<file path="src/rtl/vga_tile_scanner_if.sv">
// -----------------------------------------------------------------------------
// vga_tile_scanner_if
//
// Output bundle of the VGA raster/tile scanner. The scanner drives it through
// the master modport; the downstream bit generator reads it through the slave
// modport.
//
// Signals:
//   act        - high while the current raster position is visible
//   hSync      - horizontal sync, active low
//   vSync      - vertical sync, active low
//   picNum     - row-major tile index (tileRow*TILES_X + tileCol)
//   xSubCount  - pixel column inside the 32x32 tile
//   ySubCount  - pixel row inside the 32x32 tile
//   frameStart - one-step pulse at raster position (0,0)
// -----------------------------------------------------------------------------
interface vga_tile_scanner_if;
    logic       act;
    logic       hSync;
    logic       vSync;
    logic [9:0] picNum;
    logic [4:0] xSubCount;
    logic [4:0] ySubCount;
    logic       frameStart;

    modport master (
        output act,
        output hSync,
        output vSync,
        output picNum,
        output xSubCount,
        output ySubCount,
        output frameStart
    );

    modport slave (
        input act,
        input hSync,
        input vSync,
        input picNum,
        input xSubCount,
        input ySubCount,
        input frameStart
    );
endinterface

</file>
<file path="src/rtl/vga_tile_scanner.sv">
// -----------------------------------------------------------------------------
// vga_tile_scanner
//
// Raster timing and tile-address generator for the 640x480@60 Hz VGA path.
// Walks an 800x525 raster and produces the active-video flag, both sync pulses,
// and the 32x32 tile coordinates used by the bit generator to address picture
// memory. Tile numbers are built incrementally (row base + column count), so
// no multiplier is needed.
//
// Ports:
//   clk    - system clock, all state on its rising edge
//   rst_n  - asynchronous, active-low reset
//   vga    - vga_tile_scanner_if.master: act, hSync, vSync, picNum,
//            xSubCount, ySubCount, frameStart (all registered, no skew)
//
// Compile-time option:
//   VGA_PIXDIV_EN - when defined, a 1-bit phase toggle makes a pixel step
//                   occur on every second clk (50 MHz clk, 25 MHz pixels).
//                   When undefined, every clk is a pixel step.
//
// Parameters describe the raster geometry; the defaults are 640x480@60.
// Tile size is fixed at 32x32, so H_VIS must be a multiple of 32.
// -----------------------------------------------------------------------------
module vga_tile_scanner #(
    parameter int H_VIS   = 640,
    parameter int H_FP    = 16,
    parameter int H_SYNC  = 96,
    parameter int H_BP    = 48,
    parameter int V_VIS   = 480,
    parameter int V_FP    = 10,
    parameter int V_SYNC  = 2,
    parameter int V_BP    = 33,
    parameter int TILES_X = H_VIS / 32
) (
    input  logic               clk,
    input  logic               rst_n,
    vga_tile_scanner_if.master vga
);

    localparam int H_TOTAL = H_VIS + H_FP + H_SYNC + H_BP;
    localparam int V_TOTAL = V_VIS + V_FP + V_SYNC + V_BP;

    localparam logic [9:0] H_LAST   = 10'(H_TOTAL - 1);
    localparam logic [9:0] V_LAST   = 10'(V_TOTAL - 1);
    localparam logic [9:0] H_VIS_C  = 10'(H_VIS);
    localparam logic [9:0] V_VIS_C  = 10'(V_VIS);
    localparam logic [9:0] HS_BEG   = 10'(H_VIS + H_FP);
    localparam logic [9:0] HS_END   = 10'(H_VIS + H_FP + H_SYNC);
    localparam logic [9:0] VS_BEG   = 10'(V_VIS + V_FP);
    localparam logic [9:0] VS_END   = 10'(V_VIS + V_FP + V_SYNC);
    localparam logic [8:0] ROW_STEP = 9'(TILES_X);

    // ---------------------------------------------------------------------
    // Pixel-step enable
    // ---------------------------------------------------------------------
    logic step;

`ifdef VGA_PIXDIV_EN
    logic phase;

    // Phase resets to 0, so the first step lands on the second edge after
    // release; nothing else in the block moves while phase is 0.
    always_ff @(posedge clk or negedge rst_n) begin
        if (!rst_n) begin
            phase <= 1'b0;
        end else begin
            phase <= ~phase;
        end
    end

    assign step = phase;
`else
    assign step = 1'b1;
`endif

    // Registered state: raster position, tile row base and all outputs.
    logic [9:0] h_count_p1;
    logic [9:0] v_count_p1;
    logic [8:0] row_base_p1;
    logic       act_p1;
    logic       hsync_p1;
    logic       vsync_p1;
    logic [9:0] pic_num_p1;
    logic [4:0] x_sub_p1;
    logic [4:0] y_sub_p1;
    logic       frame_start_p1;

    // Next-step values, all derived from the new position.
    logic       h_wrap_p0;
    logic [9:0] h_next_p0;
    logic [9:0] v_next_p0;
    logic       vis_line_p0;
    logic       act_next_p0;
    logic [8:0] row_base_next_p0;
    logic [9:0] pic_next_p0;
    logic       hsync_next_p0;
    logic       vsync_next_p0;
    logic [4:0] x_sub_next_p0;
    logic [4:0] y_sub_next_p0;
    logic       frame_start_next_p0;

    // ---------------------------------------------------------------------
    // Stage p0: next raster position and the outputs it implies
    // ---------------------------------------------------------------------
    always_comb begin
        h_wrap_p0           = (h_count_p1 == H_LAST);
        h_next_p0           = h_count_p1 + 10'd1;
        v_next_p0           = v_count_p1;
        vis_line_p0         = 1'b0;
        act_next_p0         = 1'b0;
        row_base_next_p0    = row_base_p1;
        pic_next_p0         = pic_num_p1;
        hsync_next_p0       = 1'b1;
        vsync_next_p0       = 1'b1;
        x_sub_next_p0       = 5'd0;
        y_sub_next_p0       = 5'd0;
        frame_start_next_p0 = 1'b0;

        if (h_wrap_p0) begin
            h_next_p0 = 10'd0;
            if (v_count_p1 == V_LAST) begin
                v_next_p0 = 10'd0;
            end else begin
                v_next_p0 = v_count_p1 + 10'd1;
            end
        end

        vis_line_p0 = (v_next_p0 < V_VIS_C);
        act_next_p0 = (h_next_p0 < H_VIS_C) && vis_line_p0;

        // Row base moves only at a line start. Frame wrap wins over the
        // tile-row increment so (0,0) always starts from tile 0. Lines past
        // the visible area do not advance it, which caps it at the last
        // visible tile row.
        if (h_wrap_p0) begin
            if (v_next_p0 == 10'd0) begin
                row_base_next_p0 = 9'd0;
            end else if ((v_next_p0[4:0] == 5'd0) && vis_line_p0) begin
                row_base_next_p0 = row_base_p1 + ROW_STEP;
            end
        end

        // Blanking forces tile 0, which also covers a column boundary that
        // coincides with the end of the visible line.
        if (!act_next_p0) begin
            pic_next_p0 = 10'd0;
        end else if (h_wrap_p0) begin
            pic_next_p0 = {1'b0, row_base_next_p0};
        end else if (h_next_p0[4:0] == 5'd0) begin
            pic_next_p0 = pic_num_p1 + 10'd1;
        end

        hsync_next_p0 = !((h_next_p0 >= HS_BEG) && (h_next_p0 < HS_END));
        vsync_next_p0 = !((v_next_p0 >= VS_BEG) && (v_next_p0 < VS_END));

        if (act_next_p0) begin
            x_sub_next_p0 = h_next_p0[4:0];
        end

        // Tile row holds through horizontal blanking of a visible line.
        if (vis_line_p0) begin
            y_sub_next_p0 = v_next_p0[4:0];
        end

        frame_start_next_p0 = (h_next_p0 == 10'd0) && (v_next_p0 == 10'd0);
    end

    // ---------------------------------------------------------------------
    // Stage p1: registered position and outputs, updated once per step
    // ---------------------------------------------------------------------
    // Reset parks the raster on the last blanking position so the first
    // step after release lands exactly on (0,0).
    always_ff @(posedge clk or negedge rst_n) begin
        if (!rst_n) begin
            h_count_p1     <= H_LAST;
            v_count_p1     <= V_LAST;
            row_base_p1    <= 9'd0;
            act_p1         <= 1'b0;
            hsync_p1       <= 1'b1;
            vsync_p1       <= 1'b1;
            pic_num_p1     <= 10'd0;
            x_sub_p1       <= 5'd0;
            y_sub_p1       <= 5'd0;
            frame_start_p1 <= 1'b0;
        end else if (step) begin
            h_count_p1     <= h_next_p0;
            v_count_p1     <= v_next_p0;
            row_base_p1    <= row_base_next_p0;
            act_p1         <= act_next_p0;
            hsync_p1       <= hsync_next_p0;
            vsync_p1       <= vsync_next_p0;
            pic_num_p1     <= pic_next_p0;
            x_sub_p1       <= x_sub_next_p0;
            y_sub_p1       <= y_sub_next_p0;
            frame_start_p1 <= frame_start_next_p0;
        end
    end

    assign vga.act        = act_p1;
    assign vga.hSync      = hsync_p1;
    assign vga.vSync      = vsync_p1;
    assign vga.picNum     = pic_num_p1;
    assign vga.xSubCount  = x_sub_p1;
    assign vga.ySubCount  = y_sub_p1;
    assign vga.frameStart = frame_start_p1;

endmodule

</file>
<file path="src/flat_wrapper.sv">
// flat-port wrapper written by rule: the top's interface ports become plain ports
module vga_tile_scanner_flat 
#(
    parameter int H_VIS   = 640,
    parameter int H_FP    = 16,
    parameter int H_SYNC  = 96,
    parameter int H_BP    = 48,
    parameter int V_VIS   = 480,
    parameter int V_FP    = 10,
    parameter int V_SYNC  = 2,
    parameter int V_BP    = 33,
    parameter int TILES_X = H_VIS / 32
)
  (clk, rst_n, vga_act, vga_hSync, vga_vSync, vga_picNum, vga_xSubCount, vga_ySubCount, vga_frameStart);
  vga_tile_scanner_if vga_i ();
  input  logic clk;
  input  logic rst_n;
  output wire logic [$bits(vga_i.act)-1:0] vga_act;
  output wire logic [$bits(vga_i.hSync)-1:0] vga_hSync;
  output wire logic [$bits(vga_i.vSync)-1:0] vga_vSync;
  output wire logic [$bits(vga_i.picNum)-1:0] vga_picNum;
  output wire logic [$bits(vga_i.xSubCount)-1:0] vga_xSubCount;
  output wire logic [$bits(vga_i.ySubCount)-1:0] vga_ySubCount;
  output wire logic [$bits(vga_i.frameStart)-1:0] vga_frameStart;
  assign vga_act = vga_i.act;
  assign vga_hSync = vga_i.hSync;
  assign vga_vSync = vga_i.vSync;
  assign vga_picNum = vga_i.picNum;
  assign vga_xSubCount = vga_i.xSubCount;
  assign vga_ySubCount = vga_i.ySubCount;
  assign vga_frameStart = vga_i.frameStart;
  vga_tile_scanner #(.H_VIS(H_VIS), .H_FP(H_FP), .H_SYNC(H_SYNC), .H_BP(H_BP), .V_VIS(V_VIS), .V_FP(V_FP), .V_SYNC(V_SYNC), .V_BP(V_BP), .TILES_X(TILES_X)) u_core (.clk(clk), .rst_n(rst_n), .vga(vga_i));
endmodule
</file>
<file path="config.mk">
export PLATFORM = sky130hd
export DESIGN_NAME = vga_tile_scanner_flat
export DESIGN_NICKNAME = d
export VERILOG_FILES = /design/src/rtl/vga_tile_scanner_if.sv /design/src/rtl/vga_tile_scanner.sv /design/src/flat_wrapper.sv
export SDC_FILE = /design/constraint.sdc
export NUM_CORES = 1
export LEC_CHECK = 0
export CAP_MARGIN = 10
export CORE_ASPECT_RATIO = 0.8
export CORE_UTILIZATION = 25
export DETAILED_ROUTE_END_ITERATION = 12
export GPL_TIMING_DRIVEN = 0
export SYNTH_ARGS = -nofsm -noshare
export SYNTH_HDL_FRONTEND = slang
export SYNTH_SLANG_ARGS = --single-unit
</file>
<file path="constraint.sdc">
create_clock -name clk -period 2.75 [get_ports clk]
set_input_delay 0.275 -clock clk [delete_from_list [all_inputs] [get_ports clk]]
set_output_delay 0.275 -clock clk [all_outputs]
set_load 0.05 [all_outputs]
</file>
# ---- After elaboration in Yosys (flattened, before gate mapping)
# Cells that the tools add are included.
dict set report word_totals {
  elab_cells 45
  register_bits 53
  inputBits 2
}
dict set report classes {
  n_eq_ne 3
  muxes 11
  addsub 4
  reduce_logical 11
  n_lt_le_gt_ge 6
}
# operator n
set ops {}
lappend ops {{2-to-1 mux 10 bit} 6}
lappend ops {{adder 10 x 1 -> 10 bit, second input constant} 3}
lappend ops {{2-to-1 mux 9 bit} 3}
lappend ops {{== test 10 bit, second input constant} 2}
lappend ops {{logical NOT 10 bit} 2}
lappend ops {{< comparator 10 bit, second input constant} 2}
lappend ops {{< comparator 10 x 9 -> 1 bit, second input constant} 2}
lappend ops {{greater-or-equal comparator 10 bit, second input constant} 1}
lappend ops {{greater-or-equal comparator 10 x 9 -> 1 bit, second input constant} 1}
lappend ops {{logical NOT 5 bit} 2}
lappend ops {{2-to-1 mux 5 bit} 2}
lappend ops {{adder 9 x 5 -> 9 bit, second input constant} 1}
lappend ops {{logical AND 1 bit} 5}
lappend ops {{!= test 3 x 2 -> 1 bit, second input constant} 1}
lappend ops {{logical NOT 1 bit} 2}

# ---- Depth between registers and ports, before layout
# Gate-level depths: netlist (run 1).
dict set report logic_depth {
  word_depth 10
  ltp_mapped 13
  ltp_nobuf 10
}

# ---- Worst setup path before layout (run 1)
# OpenSTA, ideal clock, no wires.
dict set report synth_timing {
  kind {register to register}
  start {register u_core.h_count_p1[0]}
  end {register u_core.pic_num_p1[7] (netlist: u_core.vga.picNum[7])}
  period_less_slack_ps 2660
  slack_ps 90
  t_arrival_ps 2535
  stages_incl_launch_ff 12
  setup_time_ps 125
  required_ps 2625
  path_buffers 2
  cell_sequence {dfstp_2 -> ha_1 -> and4_1 -> buf_4 -> nand3_4 -> or4_1 -> nand2_1 -> a31o_4 -> buf_6 -> nor2_1 -> a211oi_1 -> nor3_2}
}
dict set report synth_between {
  elab_chain_len 9
}
# item line_no
set synth_rtl {}
lappend synth_rtl {{from (decl)} vga_tile_scanner.sv:77} ;# logic [9:0] h_count_p1;
lappend synth_rtl {{from (signal assigned)} vga_tile_scanner.sv:186} ;# h_count_p1 <= h_next_p0;
lappend synth_rtl {{== test 10 bit *} vga_tile_scanner.sv:106} ;# h_wrap_p0 = (h_count_p1 == H_LAST);
lappend synth_rtl {{2-to-1 mux 10 bit *} vga_tile_scanner.sv:119} ;# if (h_wrap_p0) begin
lappend synth_rtl {{named net u_core.v_next_p0[7]} vga_tile_scanner.sv:91} ;# logic [9:0] v_next_p0;
lappend synth_rtl {{< comparator 10 x 9 -> 1 bit} vga_tile_scanner.sv:128} ;# vis_line_p0 = (v_next_p0 < V_VIS_C);
lappend synth_rtl {{logical AND 1 bit} vga_tile_scanner.sv:138} ;# end else if ((v_next_p0[4:0] == 5'd0) && vis_line_p0) begin
lappend synth_rtl {{2-to-1 mux 9 bit} vga_tile_scanner.sv:138}
lappend synth_rtl {{2-to-1 mux 9 bit} vga_tile_scanner.sv:136} ;# if (v_next_p0 == 10'd0) begin
lappend synth_rtl {{2-to-1 mux 9 bit} vga_tile_scanner.sv:135} ;# if (h_wrap_p0) begin
lappend synth_rtl {{2-to-1 mux 10 bit} vga_tile_scanner.sv:147} ;# end else if (h_wrap_p0) begin
lappend synth_rtl {{2-to-1 mux 10 bit} vga_tile_scanner.sv:145} ;# if (!act_next_p0) begin
lappend synth_rtl {{to (signal assigned)} vga_tile_scanner.sv:192} ;# pic_num_p1 <= pic_next_p0;
lappend synth_rtl {{to (decl)} vga_tile_scanner.sv:83} ;# logic [9:0] pic_num_p1;
# Mark *: on every way through the listed nets, which the timed path passes. The rest lies on a longest branch.
# A chain may end at the register's enable or synchronous reset.

# ---- Final worst setup path (run 1)
dict set report layout_timing {
  start {register u_core.h_count_p1[1]}
  end {register u_core.row_base_p1[4]}
}
dict set report layout_between {
  elab_chain_len 7
}
# item line_no
set layout_rtl {}
lappend layout_rtl {{== test 10 bit *} vga_tile_scanner.sv:106}
lappend layout_rtl {{2-to-1 mux 10 bit *} vga_tile_scanner.sv:119}
lappend layout_rtl {{named net u_core.v_next_p0[8]} vga_tile_scanner.sv:91}
lappend layout_rtl {{< comparator 10 x 9 -> 1 bit} vga_tile_scanner.sv:128}
lappend layout_rtl {{logical AND 1 bit} vga_tile_scanner.sv:138}
lappend layout_rtl {{2-to-1 mux 9 bit} vga_tile_scanner.sv:138}
lappend layout_rtl {{2-to-1 mux 9 bit *} vga_tile_scanner.sv:136}
lappend layout_rtl {{2-to-1 mux 9 bit *} vga_tile_scanner.sv:135}
lappend layout_rtl {{named net u_core.row_base_next_p0[4]} vga_tile_scanner.sv:94} ;# logic [8:0] row_base_next_p0;
lappend layout_rtl {{to (signal assigned)} vga_tile_scanner.sv:188} ;# row_base_p1 <= row_base_next_p0;
lappend layout_rtl {{to (decl)} vga_tile_scanner.sv:79} ;# logic [8:0] row_base_p1;
# Marked as above.

==> impl_summary.md, run 1 <==
Outcome
The flow ran to the end, but the final reports show violations. The final reports fail on DRC.

Worst hold path
The startpoint identified for the worst hold timing path is u_core.row_base_p1[1]. The type of the tightest min-delay check is reg -> reg. The destination of the worst hold path is u_core.row_base_p1[1]. The hold-critical path depth is 1.

GRT
Entering global routing, the biggest net connects 32 pins. The total overflow reported by the global router is 0. The global-route wire length before repair is 13100 um. The number of global-route vias before repair is 2505. The number of antenna violations at the first check in global routing is 0. The total global routing track utilization is 12.8%.

Timing
The clock arrives with 0.00873 ns of skew. Headroom to the max-slew limit came out at 61.2%. The transition time at the pin with the least slew margin is 0.582 ns. The post-layout worst setup margin is 0.0282 ns.

The routed design could run at a clock period as short as 2.72 ns. The total count of hold-check failures in the final report is 0. The final critical-path share of the clock period is 99.0%. Setup violations remaining at the end of the flow were counted as 0. The final max-slew violation count is 0. Timing would allow up to 367 MHz.

Setup repair after global routing could not meet its margin everywhere.

Setup path
The critical path is of the reg -> reg type. The critical path goes through ha_4 > and4_1 > buf_6 > nand4_1 > nor3_2 > xor2_2 > buf_4 > nor3_4 > and2_4 > o21ai_1 > a22o_1. STA classifies the critical path startpoint as a flip-flop.

The worst reg-to-reg setup slack is 0.03 ns. The worst flop-to-flop path endpoint is u_core.row_base_p1[4]. The worst setup path is captured at a flip-flop.

In this run the critical register-to-register path is launched from u_core.h_count_p1[1]. Among all stages on the critical path, the largest delay is contributed by sky130_fd_sc_hd__dfstp_2. At the worst endpoint, the required time is 2.94 ns.

The critical path starts at u_core.h_count_p1[1]. For the worst setup path, the data arrival time is 2.91 ns. The number of cells on the worst reg-to-reg path is 11. The highest cell delay on the worst timing path is 0.57 ns.

Of all nets on the critical path, the largest fanout is 5.

Yosys
Synthesis produced a netlist whose cell count is 321. Dividing the synthesized area by the synthesized cell count gives 9.73 um^2. The number of storage elements in the synthesis netlist is 53. The distinct cell type count of the synthesized netlist is 64.

The synthesized netlist devotes 27.0% of its cell area to simple gates. After synthesis, the largest family of logic cells by area is simple AND/OR/NAND/NOR gates. The number of flops mapped to enable cells by yosys is 0. Sequential cells were found to cover 42.9% of the synthesized design area. The fraction of the mapped netlist area in compound gates is 17.4%. During synthesis, Yosys emitted a total of 0 warnings. Of all flip-flops after synthesis, the portion carrying an async set or reset was 100%. The area share of xor/xnor cells in the synthesized design is 4.77%. The number of nets produced by synthesis is 328. For this run, the leading register cell type out of synthesis is sky130_fd_sc_hd__dfrtp_1. Of the total synthesized cell area, the portion taken by full adders, half adders and majority gates is 2.00%.

The share of cell area taken by muxes after synthesis is 0.641%. The cell area after synthesis is 3120 um^2.

Place
The count of input and output buffers is 25. The number of instances in the placed design is 499. OpenSTA, run right after detailed placement, puts the worst setup slack at -0.360 ns. The routability congestion estimate is 0.879. After legalization and detailed placement, the total HPWL measured 5620 um.

Power
Summed over all nets, the switching power comes to 0.000319 W. The part of the power in registers is 53.9%. Combinational logic burns 1.4% of the power. The power density relative to cell area is 346 nW/um^2. The worst vdd rail ir drop is 0.220 mV. The share of total power dissipated in the clock network is 44.7%. The design draws 0.00145 W. The analysis attributes to cell leakage a power of 1.69 nW. In this run switching power makes up 22.0% of total power.

The internal power of the cells is 0.00113 W.

Clocking
For the worst-skew pair, the clock arrives at the later sink with an insertion delay of 0.30 ns. The cell at the root of the clock tree is sky130_fd_sc_hd__clkbuf_16. The TritonCTS clock tree is done.

The number of buffers on the longest clock path is 2. Buffers inserted during clock tree synthesis total 5. The number of clock sinks seen by CTS is 53. The H-tree depth reported by CTS is 2.

The clock slew seen by the registers of the worst setup and hold paths is 0.08 ns.

Drt
For this run, design rule violations remaining after detail routing come to 1. Dividing the detail-routed via count by the number of cells gives 5.06. The total via count after detailed routing is 2692. For this block, the initial DRC count from the detailed router was 218. The count of nets left with antenna violations once routing finished came out at 0. In the final routed layout, each cell accounts on average for 15.3 um. The first detailed-routing pass took 8 iterations. After detailed routing, the total wire length is 8150 um.

Die
The initial utilization of the core area, before any placement, comes to 25.7%. The width of the chip is 127 um. In this run the vertical extent of the chip is 102 um. The die covers 13000 um^2.

The site row count is 36. The top-level I/O count is 26. The area of the placeable core is 12200 um^2.

Cells and area
The ratio of cells with drive above 1 in the final layout is 30.8%. The sequential cells in the finished layout cover a total of 1340 um^2. The net count of the finished layout is 386.

The filler-free cell count of the finished design is 532. The synthesis-to-layout area growth is 33.9%. The number of antenna diodes in the final layout is 0. The total area of multi-input combinational cells is 1830 um^2. The layout has 1220 filler cells. Cells fill 34.4% of the core in the end.

Flow run
Across the run, the number of max-cap violations was 0.
[cells by family after synthesis]
logic type,after synthesis
AO/OA/AOI/OAI,75
XOR/XNOR,17
adder cells (fa/ha/maj),5
buffers and inverters,33
flip-flops,53
multiplexers,2
AND/OR/NAND/NOR,136
[worst max-delay path by stage]
stage	depth (start not counted)	to
final	11	u_core.row_base_p1[4]
after global routing	11	u_core.row_base_p1[4]
after CTS	11	u_core.row_base_p1[5]
after detailed placement	10	u_core.vga.picNum[0]
after global placement	10	u_core.vga.picNum[0]
after floorplan	11	u_core.vga.picNum[7]
[layer usage]
layer,vias to the layer above,part of all wire (%),GRT usage (%)
li1,1288,-,-
met1,1342,50,18.8
met2,58,46,19.8
met3,4,3.9,2.51
met4,0,0.44,2.11
met5,-,0,0
[synthesized netlist by cell type (2+ instances only)]
cell / instances / area [um^2]
sky130_fd_sc_hd__nor4b_1: 2 / 17.5
sky130_fd_sc_hd__nor4_4: 3 / 63.8
sky130_fd_sc_hd__nand3_4: 2 / 35.0
sky130_fd_sc_hd__nor3_2: 5 / 50.1
sky130_fd_sc_hd__nor4_1: 3 / 18.8
sky130_fd_sc_hd__a221oi_1: 2 / 17.5
sky130_fd_sc_hd__a31oi_1: 5 / 31.3
sky130_fd_sc_hd__nand4_1: 5 / 31.3
sky130_fd_sc_hd__nand2b_1: 2 / 12.5
sky130_fd_sc_hd__o31ai_1: 2 / 15.0
sky130_fd_sc_hd__a22o_1: 3 / 26.3
sky130_fd_sc_hd__o22ai_2: 5 / 62.6
sky130_fd_sc_hd__a211oi_1: 2 / 15.0
sky130_fd_sc_hd__o21ai_1: 4 / 20.0
sky130_fd_sc_hd__or3_1: 4 / 25.0
sky130_fd_sc_hd__nor3_4: 2 / 32.5
sky130_fd_sc_hd__o211ai_1: 2 / 15.0
sky130_fd_sc_hd__mux2i_1: 2 / 20.0
sky130_fd_sc_hd__nor3b_1: 4 / 30.0
sky130_fd_sc_hd__inv_1: 17 / 63.8
sky130_fd_sc_hd__a311oi_1: 2 / 17.5
sky130_fd_sc_hd__buf_6: 3 / 33.8
sky130_fd_sc_hd__clkbuf_1: 4 / 15.0
sky130_fd_sc_hd__and2_1: 8 / 50.1
sky130_fd_sc_hd__buf_4: 2 / 15.0
sky130_fd_sc_hd__nand2_1: 21 / 78.8
sky130_fd_sc_hd__or4_1: 2 / 15.0
sky130_fd_sc_hd__nand3_1: 21 / 105
sky130_fd_sc_hd__nor2_1: 22 / 82.6
sky130_fd_sc_hd__dfstp_2: 12 / 315
sky130_fd_sc_hd__dfrtp_1: 41 / 1030
sky130_fd_sc_hd__and3_1: 6 / 37.5
sky130_fd_sc_hd__xnor2_1: 8 / 70.1
sky130_fd_sc_hd__ha_1: 5 / 62.6
sky130_fd_sc_hd__nor2b_1: 4 / 25.0
sky130_fd_sc_hd__nor3_1: 12 / 60.1
sky130_fd_sc_hd__o21ai_0: 16 / 80.1
sky130_fd_sc_hd__a21oi_2: 2 / 17.5
sky130_fd_sc_hd__and4_1: 3 / 26.3
sky130_fd_sc_hd__buf_2: 5 / 25.0
sky130_fd_sc_hd__a21oi_1: 15 / 75.1
sky130_fd_sc_hd__xor2_1: 9 / 78.8
[flip-flops by register name, summed over array words and instances (netlist names), 5 cells and up]
register	flops
u_core.h_count_p1	10
u_core.vga.ySubCount	5
u_core.v_count_p1	10
u_core.vga.xSubCount	5
u_core.vga.picNum	10
u_core.row_base_p1	9
[metrics by stage]
stage	setup TNS [ns]	hold slack [ns]	area (um^2)
after floorplan	0	-0.0206	3120
after global placement	-15.53	0.477	3560
after detailed placement	-5.83	0.307	3580
after CTS	0	0.499	3980
after global routing	-0.627	0.535	4180
final	0	0.512	4180
[critical path, delay by kind of cell (launching register included)]
| kind | cells | cell delay (ns) |
|---|---|---|
| DFF | 1 | 0.57 |
| xor gates and xnor gates | 1 | 0.15 |
| and+or+nand+nor | 5 | 1.16 |
| AOI/OAI and AO/OA | 2 | 0.29 |
| buffers and inverters | 2 | 0.30 |
| adders and majority gates | 1 | 0.14 |
[repair_timing]
item	in CTS	in global routing
gates resized for setup	28	28
hold endpoints to repair	18	0
buffers inserted	12	12
pin swaps	7	29
setup endpoints to repair	27	24
hold buffers	1	0
[cell type report]
cell class	instances	area share, %
Buffer	15	2.48
Multi-Input combinational cell	235	43.8
Sequential cell	53	32.1
Clock inverter	3	0.628
Tap cell	152	4.55
Timing Repair Buffer	51	11.7
Clock buffer	5	2.99
Inverter	18	1.73
[layout by cell type, fill, tap and decap left out, types with 5 or more instances in the layout]
master | synthesis | final
sky130_fd_sc_hd__nor3_1 | 12 | 10
sky130_fd_sc_hd__buf_4 | 2 | 21
sky130_fd_sc_hd__clkbuf_16 | 0 | 5
sky130_fd_sc_hd__nand3_1 | 21 | 19
sky130_fd_sc_hd__nor3_2 | 5 | 5
sky130_fd_sc_hd__nor2_1 | 22 | 21
sky130_fd_sc_hd__nand2_1 | 21 | 18
sky130_fd_sc_hd__nand4_1 | 5 | 5
sky130_fd_sc_hd__o21ai_0 | 16 | 14
sky130_fd_sc_hd__buf_6 | 3 | 5
sky130_fd_sc_hd__inv_1 | 17 | 16
sky130_fd_sc_hd__dfrtp_1 | 41 | 39
sky130_fd_sc_hd__clkdlybuf4s50_1 | 0 | 24
sky130_fd_sc_hd__xor2_1 | 9 | 8
sky130_fd_sc_hd__a21oi_1 | 15 | 15
sky130_fd_sc_hd__dfstp_2 | 12 | 12
sky130_fd_sc_hd__buf_2 | 5 | 6
sky130_fd_sc_hd__xnor2_1 | 8 | 7
sky130_fd_sc_hd__and3_1 | 6 | 6
sky130_fd_sc_hd__and2_1 | 8 | 6
[power groups by stage]
stage                     clock network, W        logic, W  registers (W)
final                             0.000648       0.0000205       0.000780
after global placement                   0       0.0000174       0.000794
after CTS                         0.000667       0.0000222       0.000780
after detailed placement                 0       0.0000210       0.000794
after floorplan                          0  0.000000000653       0.000795
after global routing              0.000697       0.0000239       0.000780
Note: power is estimated with default switching activity, not from simulation.
==> run 2, diff against run 1 <==
--- a/config.mk
+++ b/config.mk
@@ -13,3 +13,4 @@
 export SYNTH_ARGS = -nofsm -noshare
 export SYNTH_HDL_FRONTEND = slang
 export SYNTH_SLANG_ARGS = --single-unit
+export TNS_END_PERCENT = 5
==> constraint.sdc (replaced) <==
create_clock -name clk -period 2.6 [get_ports clk]
set_input_delay 0.26 -clock clk [delete_from_list [all_inputs] [get_ports clk]]
set_output_delay 0.26 -clock clk [all_outputs]
set_load 0.05 [all_outputs]
==> run 2 against run 1 <==
Critical path type unchanged. Final cell count is 0.38% lower. The run ends with setup timing left. Highest routed layer unchanged. Global-route usage fell by 0.33 points. Cell area hardly changed. Worst setup slack got worse by 0.11 ns. Largest cell class unchanged. Combinational power is essentially flat. Critical endpoint is now u_core.vga.picNum[3]. Die area stayed put. Largest power group unchanged. Count of clock-buffer cells in the layout unchanged. Critical path depth shrank 1. First-iteration DRC count is 3.2% lower.
==> impl_summary.md, run 2 (synthesis gave the netlist of run 1 again) <==
Setup path
The nature of the critical path endpoint is a flip-flop. The signal on the critical path passes through clkbuf_4 > or4_4 > nor4_4 > o22ai_1 > a21oi_2 > nand2_4 > buf_4 > nor2_4 > mux2i_2 > o22ai_2. The library cell contributing the largest single delay on the critical path is sky130_fd_sc_hd__or4_4. The data required time of the worst path is 2.77 ns (-0.17 ns).

The worst path arrival time is 2.85 ns (-0.06 ns). The buffer and inverter count on the worst path is 2 (unchanged). The type of element launching the critical path is a flip-flop. The highest net fanout along the worst path is 10 (+5). The critical path is of the reg -> reg type. On the critical path the largest part of the delay comes from simple AND/OR/NAND/NOR gates. The highest cell delay on the worst timing path is 0.54 ns (-0.03 ns).

Drt
The total via count after detailed routing was 2704 (+0.45%). The mean number of vias per cell is 5.10 (+0.82%). The sum of routed wire length over all layers was 8090 um (-0.75%). The number of antenna-violating nets in the routed design is 0 (unchanged).

The routed wire length per instance is 15.3 um (-0.37%). The first-pass iteration count of the detailed router was 5 (-3). The starting DRC count in detailed routing is 211 (-3.2%). The DRC violation count after routing came to 0 (-1).

Power
The standby leakage power came to 1.67 nW (-0.95%). The power density relative to cell area came to 367 nW/um^2 (+6.1%). The worst vdd rail ir drop is 0.218 mV (-0.88%).

Worst hold path
The type of the tightest min-delay check is in -> async.

Timing
The final critical delay including setup and external delays is 2.68 ns (-0.0429 ns). The transition time at the pin with the least slew margin is 0.501 ns (-0.0811 ns). The achievable clock frequency came to 373 MHz (+1.6%).

The total count of hold-check failures in the final report is 0 (unchanged). Setup repair after global routing could not meet its margin everywhere. The relative max-transition margin is 66.2% (+5.0 points). The largest clock skew in the final design is 0.00702 ns (-0.00171 ns). The final critical-path share of the clock period came to 103% (+4.1 points). The post-layout worst setup margin is -0.0788 ns (-0.107 ns).

The final max-slew violation count is 0 (unchanged). The count of final setup violators is 13 (+13).

Clocking
The number of buffers inserted during clock tree synthesis is 5 (unchanged). The number of buffers on the longest clock path is 2 (unchanged). The number of clock sinks seen by CTS is 53 (unchanged).

The insertion delay of the later-clocked pin in the worst-skew pair is 0.30 ns (about the same). The cell at the root of the clock tree is sky130_fd_sc_hd__clkbuf_16. TritonCTS built the clock tree. The H-tree depth reported by CTS is 2 (unchanged). The clock slew seen by the registers of the worst setup and hold paths came to 0.08 ns (about the same).

Die
The width of the chip is 127 um (unchanged). The site row count is 36 (unchanged). The die area came to 13000 um^2 (unchanged).

The vertical die dimension came to 102 um (unchanged). The top-level I/O count was 26 (unchanged). The starting density of the core is 25.7% (unchanged).

The area of the placeable core came to 12200 um^2 (unchanged).

Outcome
The checks that failed: setup timing. The flow ran to the end, but the final reports show violations.

Cells and area
The net total in the final layout is 384 (-0.52%). The filler-free cell count of the finished design is 530 (-0.38%). The area of all placed cells without fillers is 4190 um^2 (about the same). The synthesis-to-layout area growth is 34.0% (about the same).

The core utilization of the finished layout was 34.4% (about the same). The antenna diode count is 0 (unchanged). The ratio of cells with drive above 1 in the final layout is 30.4% (-0.37 points). In the layout the commonest cells are 39 x sky130_fd_sc_hd__dfrtp_1, 24 x sky130_fd_sc_hd__buf_4, 24 x sky130_fd_sc_hd__clkdlybuf4s50_1. The number of fill cells in the layout came to 1209 (-0.90%). The most common cell after layout, fill and taps aside is sky130_fd_sc_hd__dfrtp_1.

Place
The count of input and output buffers is 25 (unchanged). The worst setup timing slack at the placement stage is -0.508 ns (-0.149 ns). The placement-stage cell area was 3600 um^2 (+0.52%). The routability congestion estimate is 0.913 (+3.8%). The detailed placement HPWL was 5680 um (+1.0%). The number of instances in the placed design is 499 (unchanged).

GRT
The number of antenna violations at the first check in global routing is 0 (unchanged). The global-route wire length before repair is 12900 um (-1.5%). The pin count of the biggest net entering global routing is 39 (+22%). The total global routing track utilization is 12.5% (-0.33 points).

The number of global-route vias before repair is 2529 (+0.96%). The total overflow reported by the global router is 0 (unchanged).

Flow run
The number of maximum-capacitance violations is 0 (unchanged).
-- run 2: changes by cell type in the layout (fill, tap and decap cells not counted), moves of 2 or more --
| cell | delta |
|---|---|
| sky130_fd_sc_hd__buf_6 | -2 |
| sky130_fd_sc_hd__o21ai_2 | -2 |
| sky130_fd_sc_hd__buf_4 | +3 |
| sky130_fd_sc_hd__buf_12 | -2 |
| sky130_fd_sc_hd__clkbuf_4 | +2 |
| sky130_fd_sc_hd__inv_8 | +2 |
| sky130_fd_sc_hd__nor3_4 | +2 |
| sky130_fd_sc_hd__o21ai_1 | +3 |
| sky130_fd_sc_hd__nor3_1 | -2 |
| sky130_fd_sc_hd__buf_2 | -2 |
-- run 2: metrics by stage --
step | power (W) | hold WS [ns] | setup TNS (ns)
after floorplan | 0.000840 | -0.0356 | -0.0528
after global placement | 0.000858 | 0.477 | -23.15
after detailed placement | 0.000862 | 0.212 | -9.51
after CTS | 0.00156 | 0.443 | -0.396
after global routing | 0.00159 | 0.480 | -2.49
final | 0.00154 | 0.428 | -0.477
-- run 2: metal layers --
metal	vias to the layer above	wire (um)	global-route usage, %
met3	5	341	1.94
met5	-	0	0
met4	0	56	2.56
met2	65	3800	19.6
li1	1290	-	-
met1	1344	3890	18.3
-- run 2: final timing paths --
check	startpoint	end	slack [ns]	depth (start not counted)
setup / recovery	u_core.v_count_p1[6]	u_core.vga.picNum[3]	-0.08	10
hold / removal	rst_n	u_core.v_count_p1[8]	0.43	2
setup reg to reg	u_core.v_count_p1[6]	u_core.vga.picNum[3]	-0.08	10
hold reg to reg	u_core.row_base_p1[1]	u_core.row_base_p1[1]	0.52	1
max in group asynchronous	rst_n	u_core.h_count_p1[8]	1.58	3
min in group clk	u_core.row_base_p1[1]	u_core.row_base_p1[1]	0.52	1
-- run 2: final cells by class --
type	count	area, um^2	share of cell area, %
timing repair buffer	49	440	10.5
clock inverter	3	28.8	0.687
tap	152	190	4.54
multi-input combinational	235	1870	44.7
inverter	18	75.1	1.79
buffer	15	111	2.66
sequential	53	1340	32.1
clock buffer	5	125	2.99
-- run 2: worst reg2reg max path: cells and delay by family (launching register included) --
| kind | cells | cell delay (ns) |
|---|---|---|
| flip-flops | 1 | 0.37 |
| AND/OR/NAND/NOR | 4 | 1.07 |
| multiplexers | 1 | 0.27 |
| AO/OA/AOI/OAI | 3 | 0.46 |
| buffers and inverters | 2 | 0.39 |
-- run 2: timing repair --
item | CTS | global route
pin swaps | 10 | 21
endpoints found under the setup margin | 29 | 27
endpoints found under the hold margin | 10 | 0
hold buffers | 1 | 0
setup buffers | 12 | 10
resized for setup | 27 | 30
-- run 2: where the power goes --
part           internal [W]  switching (W)  total (W)
logic            0.00000456      0.0000161  0.0000207
clock network      0.000369       0.000322   0.000691
registers          0.000825              0   0.000825
total               0.00120       0.000338    0.00154
==> run 3, diff against run 2 <==
--- a/config.mk
+++ b/config.mk
@@ -10,6 +10,7 @@
 export CORE_UTILIZATION = 25
 export DETAILED_ROUTE_END_ITERATION = 12
 export GPL_TIMING_DRIVEN = 0
+export SKIP_LAST_GASP = 1
 export SYNTH_ARGS = -nofsm -noshare
 export SYNTH_HDL_FRONTEND = slang
 export SYNTH_SLANG_ARGS = --single-unit
==> run 3 against run 2 <==
Global-route usage barely moved. Final cell count unchanged. Cell area is 1.7% lower. The flow still finishes with violations (setup timing). Non-clock buffer count is the same. Highest routed layer unchanged. Largest cell class unchanged. First-iteration DRC count down 15%.
==> impl_summary.md, run 3 (synthesis gave the netlist of run 1 again) <==
Die
The area of the placeable core is 12200 um^2 (unchanged). The width of the chip was 127 um (unchanged). The starting density of the core is 25.7% (unchanged).

The top-level I/O count came to 26 (unchanged). The site row count is 36 (unchanged). The die area is 13000 um^2 (unchanged). The vertical die dimension is 102 um (unchanged).

Cells and area
The filler-free cell count of the finished design was 530 (unchanged). The most common cell after layout, fill and taps aside is sky130_fd_sc_hd__dfrtp_1. Leaving out fill and tap cells, the most frequent cells in the layout are 39 x sky130_fd_sc_hd__dfrtp_1, 24 x sky130_fd_sc_hd__clkdlybuf4s50_1, 22 x sky130_fd_sc_hd__buf_4. The number of fill cells in the layout came to 1215 (+0.50%). The total area of multi-input combinational cells came to 1800 um^2 (-3.7%). The ratio of cells with drive above 1 in the final layout is 29.4% (-1.1 points). The antenna diode count is 0 (unchanged). Compared with the post-synthesis result, the final layout area differs by 31.7%.

The combined flip-flop and latch cell area came to 1340 um^2 (unchanged). The net total in the final layout came to 384 (unchanged).

Flow run
The number of maximum-capacitance violations is 0 (unchanged).

GRT
The number of antenna violations at the first check in global routing is 0 (unchanged). The global-route wire length before repair is 12900 um (-0.26%). The number of global-route vias before repair was 2512 (-0.67%).

The total global routing track utilization is 12.5% (-0.036 points). The pin count of the biggest net entering global routing is 39 (unchanged). The total overflow reported by the global router is 0 (unchanged).

Place
The detailed placement HPWL came to 5680 um (unchanged). The worst setup timing slack at the placement stage is -0.508 ns (unchanged). The routability congestion estimate is 0.913 (unchanged). The count of input and output buffers was 25 (unchanged). The number of instances in the placed design was 499 (unchanged).

Timing
Setup repair after global routing could not meet its margin everywhere. The final critical-path share of the clock period is 102% (-0.82 points). The final critical delay including setup and external delays is 2.66 ns (-0.0213 ns). The relative max-transition margin was 60.2% (-6.0 points). The final max-slew violation count is 0 (unchanged). The final hold slack is 0.425 ns (-0.00235 ns). The largest clock skew in the final design is 0.00759 ns (+0.000573 ns). The total count of hold-check failures in the final report was 0 (unchanged). The count of final setup violators is 13 (unchanged). The achievable clock frequency is 376 MHz (+0.80%). The post-layout worst setup margin was -0.0575 ns (+0.0213 ns). The transition time at the pin with the least slew margin is 0.597 ns (+0.0960 ns).

The accumulated negative setup slack was -0.305 ns (+0.172 ns).

Drt
The DRC violation count after routing is 0 (unchanged). The starting DRC count in detailed routing came to 179 (-15%). The first-pass iteration count of the detailed router is 4 (-1).

The number of antenna-violating nets in the routed design is 0 (unchanged). The total via count after detailed routing was 2698 (-0.22%). The mean number of vias per cell is 5.09 (-0.22%).

The sum of routed wire length over all layers is 7970 um (-1.4%). The routed wire length per instance is 15.0 um (-1.4%).

Power
The worst vdd rail ir drop is 0.220 mV (+1.3%). The standby leakage power is 1.66 nW (-0.41%). The power density relative to cell area came to 374 nW/um^2 (+2.0%). The power consumption is 0.00154 W (+0.24%).

Worst hold path
The worst hold path belongs to the class in -> async.

Clocking
The number of buffers inserted during clock tree synthesis is 5 (unchanged). TritonCTS built the clock tree. The H-tree depth reported by CTS is 2 (unchanged). The number of buffers on the longest clock path is 2 (unchanged).

The cell at the root of the clock tree is sky130_fd_sc_hd__clkbuf_16. The number of clock sinks seen by CTS is 53 (unchanged). The insertion delay of the later-clocked pin in the worst-skew pair came to 0.30 ns (about the same). The clock slew seen by the registers of the worst setup and hold paths came to 0.08 ns (about the same).

Setup path
Traced cell by cell, the critical path runs through ha_4 > and4_1 > buf_6 > nand3_4 > nor4_2 > o211ai_1 > nor3_4 > and2_4 > o21ai_1 > a22o_1. The highest net fanout along the worst path is 8 (-2). The worst setup path is of the reg -> reg kind. STA classifies the critical path endpoint as a flip-flop. The slowest stage of the critical path is the sky130_fd_sc_hd__dfstp_2 cell. The data required time of the worst path is 2.78 ns (about the same).

In this run the critical register-to-register path is launched from u_core.h_count_p1[1]. The worst reg-to-reg setup slack is -0.06 ns (+0.02 ns). STA classifies the critical path startpoint as a flip-flop.

The highest cell delay on the worst timing path is 0.57 ns (+0.03 ns). The worst path arrival time came to 2.84 ns (about the same). The worst flop-to-flop path endpoint is u_core.row_base_p1[4]. The count of cells along the worst register-to-register path is 10 (unchanged).

Outcome
The checks that failed: setup timing. The run finished, with violations left.
-- run 3: metrics by stage --
step	cell area [um^2]	util, %
after global routing	4110	33.8
after CTS	3940	32.4
final	4110	33.8
after global placement	3580	29.5
after detailed placement	3600	29.6
after floorplan	3140	-
-- run 3: routing by layer --
layer | wire (um) | GRT usage (%)
met2 | 3640 | 19.5
met3 | 260 | 1.68
met5 | 0 | 0
met1 | 3980 | 18.4
met4 | 92 | 2.56
-- run 3: worst max-delay path by stage --
| stage | startpoint | to | slack, ns |
|---|---|---|---|
| CTS | u_core.h_count_p1[1] | u_core.vga.picNum[3] | -0.12 |
| global placement | u_core.h_count_p1[0] | u_core.vga.picNum[0] | -0.47 |
| detailed placement | u_core.h_count_p1[0] | u_core.vga.picNum[0] | -0.51 |
| global route | u_core.v_count_p1[0] | u_core.row_base_p1[5] | -0.18 |
| floorplan | u_core.h_count_p1[0] | u_core.row_base_p1[6] | -0.02 |
| finish | u_core.h_count_p1[1] | u_core.row_base_p1[4] | -0.06 |
-- run 3: power by group --
group          internal [W]  switching, W
sequential         0.000825             0
clock              0.000370      0.000325
combinational    0.00000456     0.0000161
total               0.00120      0.000341
-- run 3: critical path: cells and delay by family (launching register included) --
kind / cells / cell delay (ns)
flip-flops: 1 / 0.57
AO/OA/AOI/OAI: 3 / 0.47
adder cells (fa/ha/maj): 1 / 0.14
buffers and inverters: 1 / 0.13
AND/OR/NAND/NOR: 5 / 1.22
-- run 3: repair_timing --
item | 4_1_cts | 5_1_grt
buffers inserted | 12 | 10
setup endpoints to repair | 29 | 30
pin swaps | 8 | 20
resized for setup | 19 | 26
endpoints found under the hold margin | 10 | 0
hold buffers | 1 | 0
-- run 3: layout make-up --
class                   count  share of cell area (%)
multi-input cells         235                    43.8
flip-flops and latches     53                    32.7
repair buffers             49                    10.8
well taps                 152                    4.62
clock buffers               5                    3.04
plain buffers              15                    2.55
inverters                  18                    1.82
clock inverters             3                   0.700
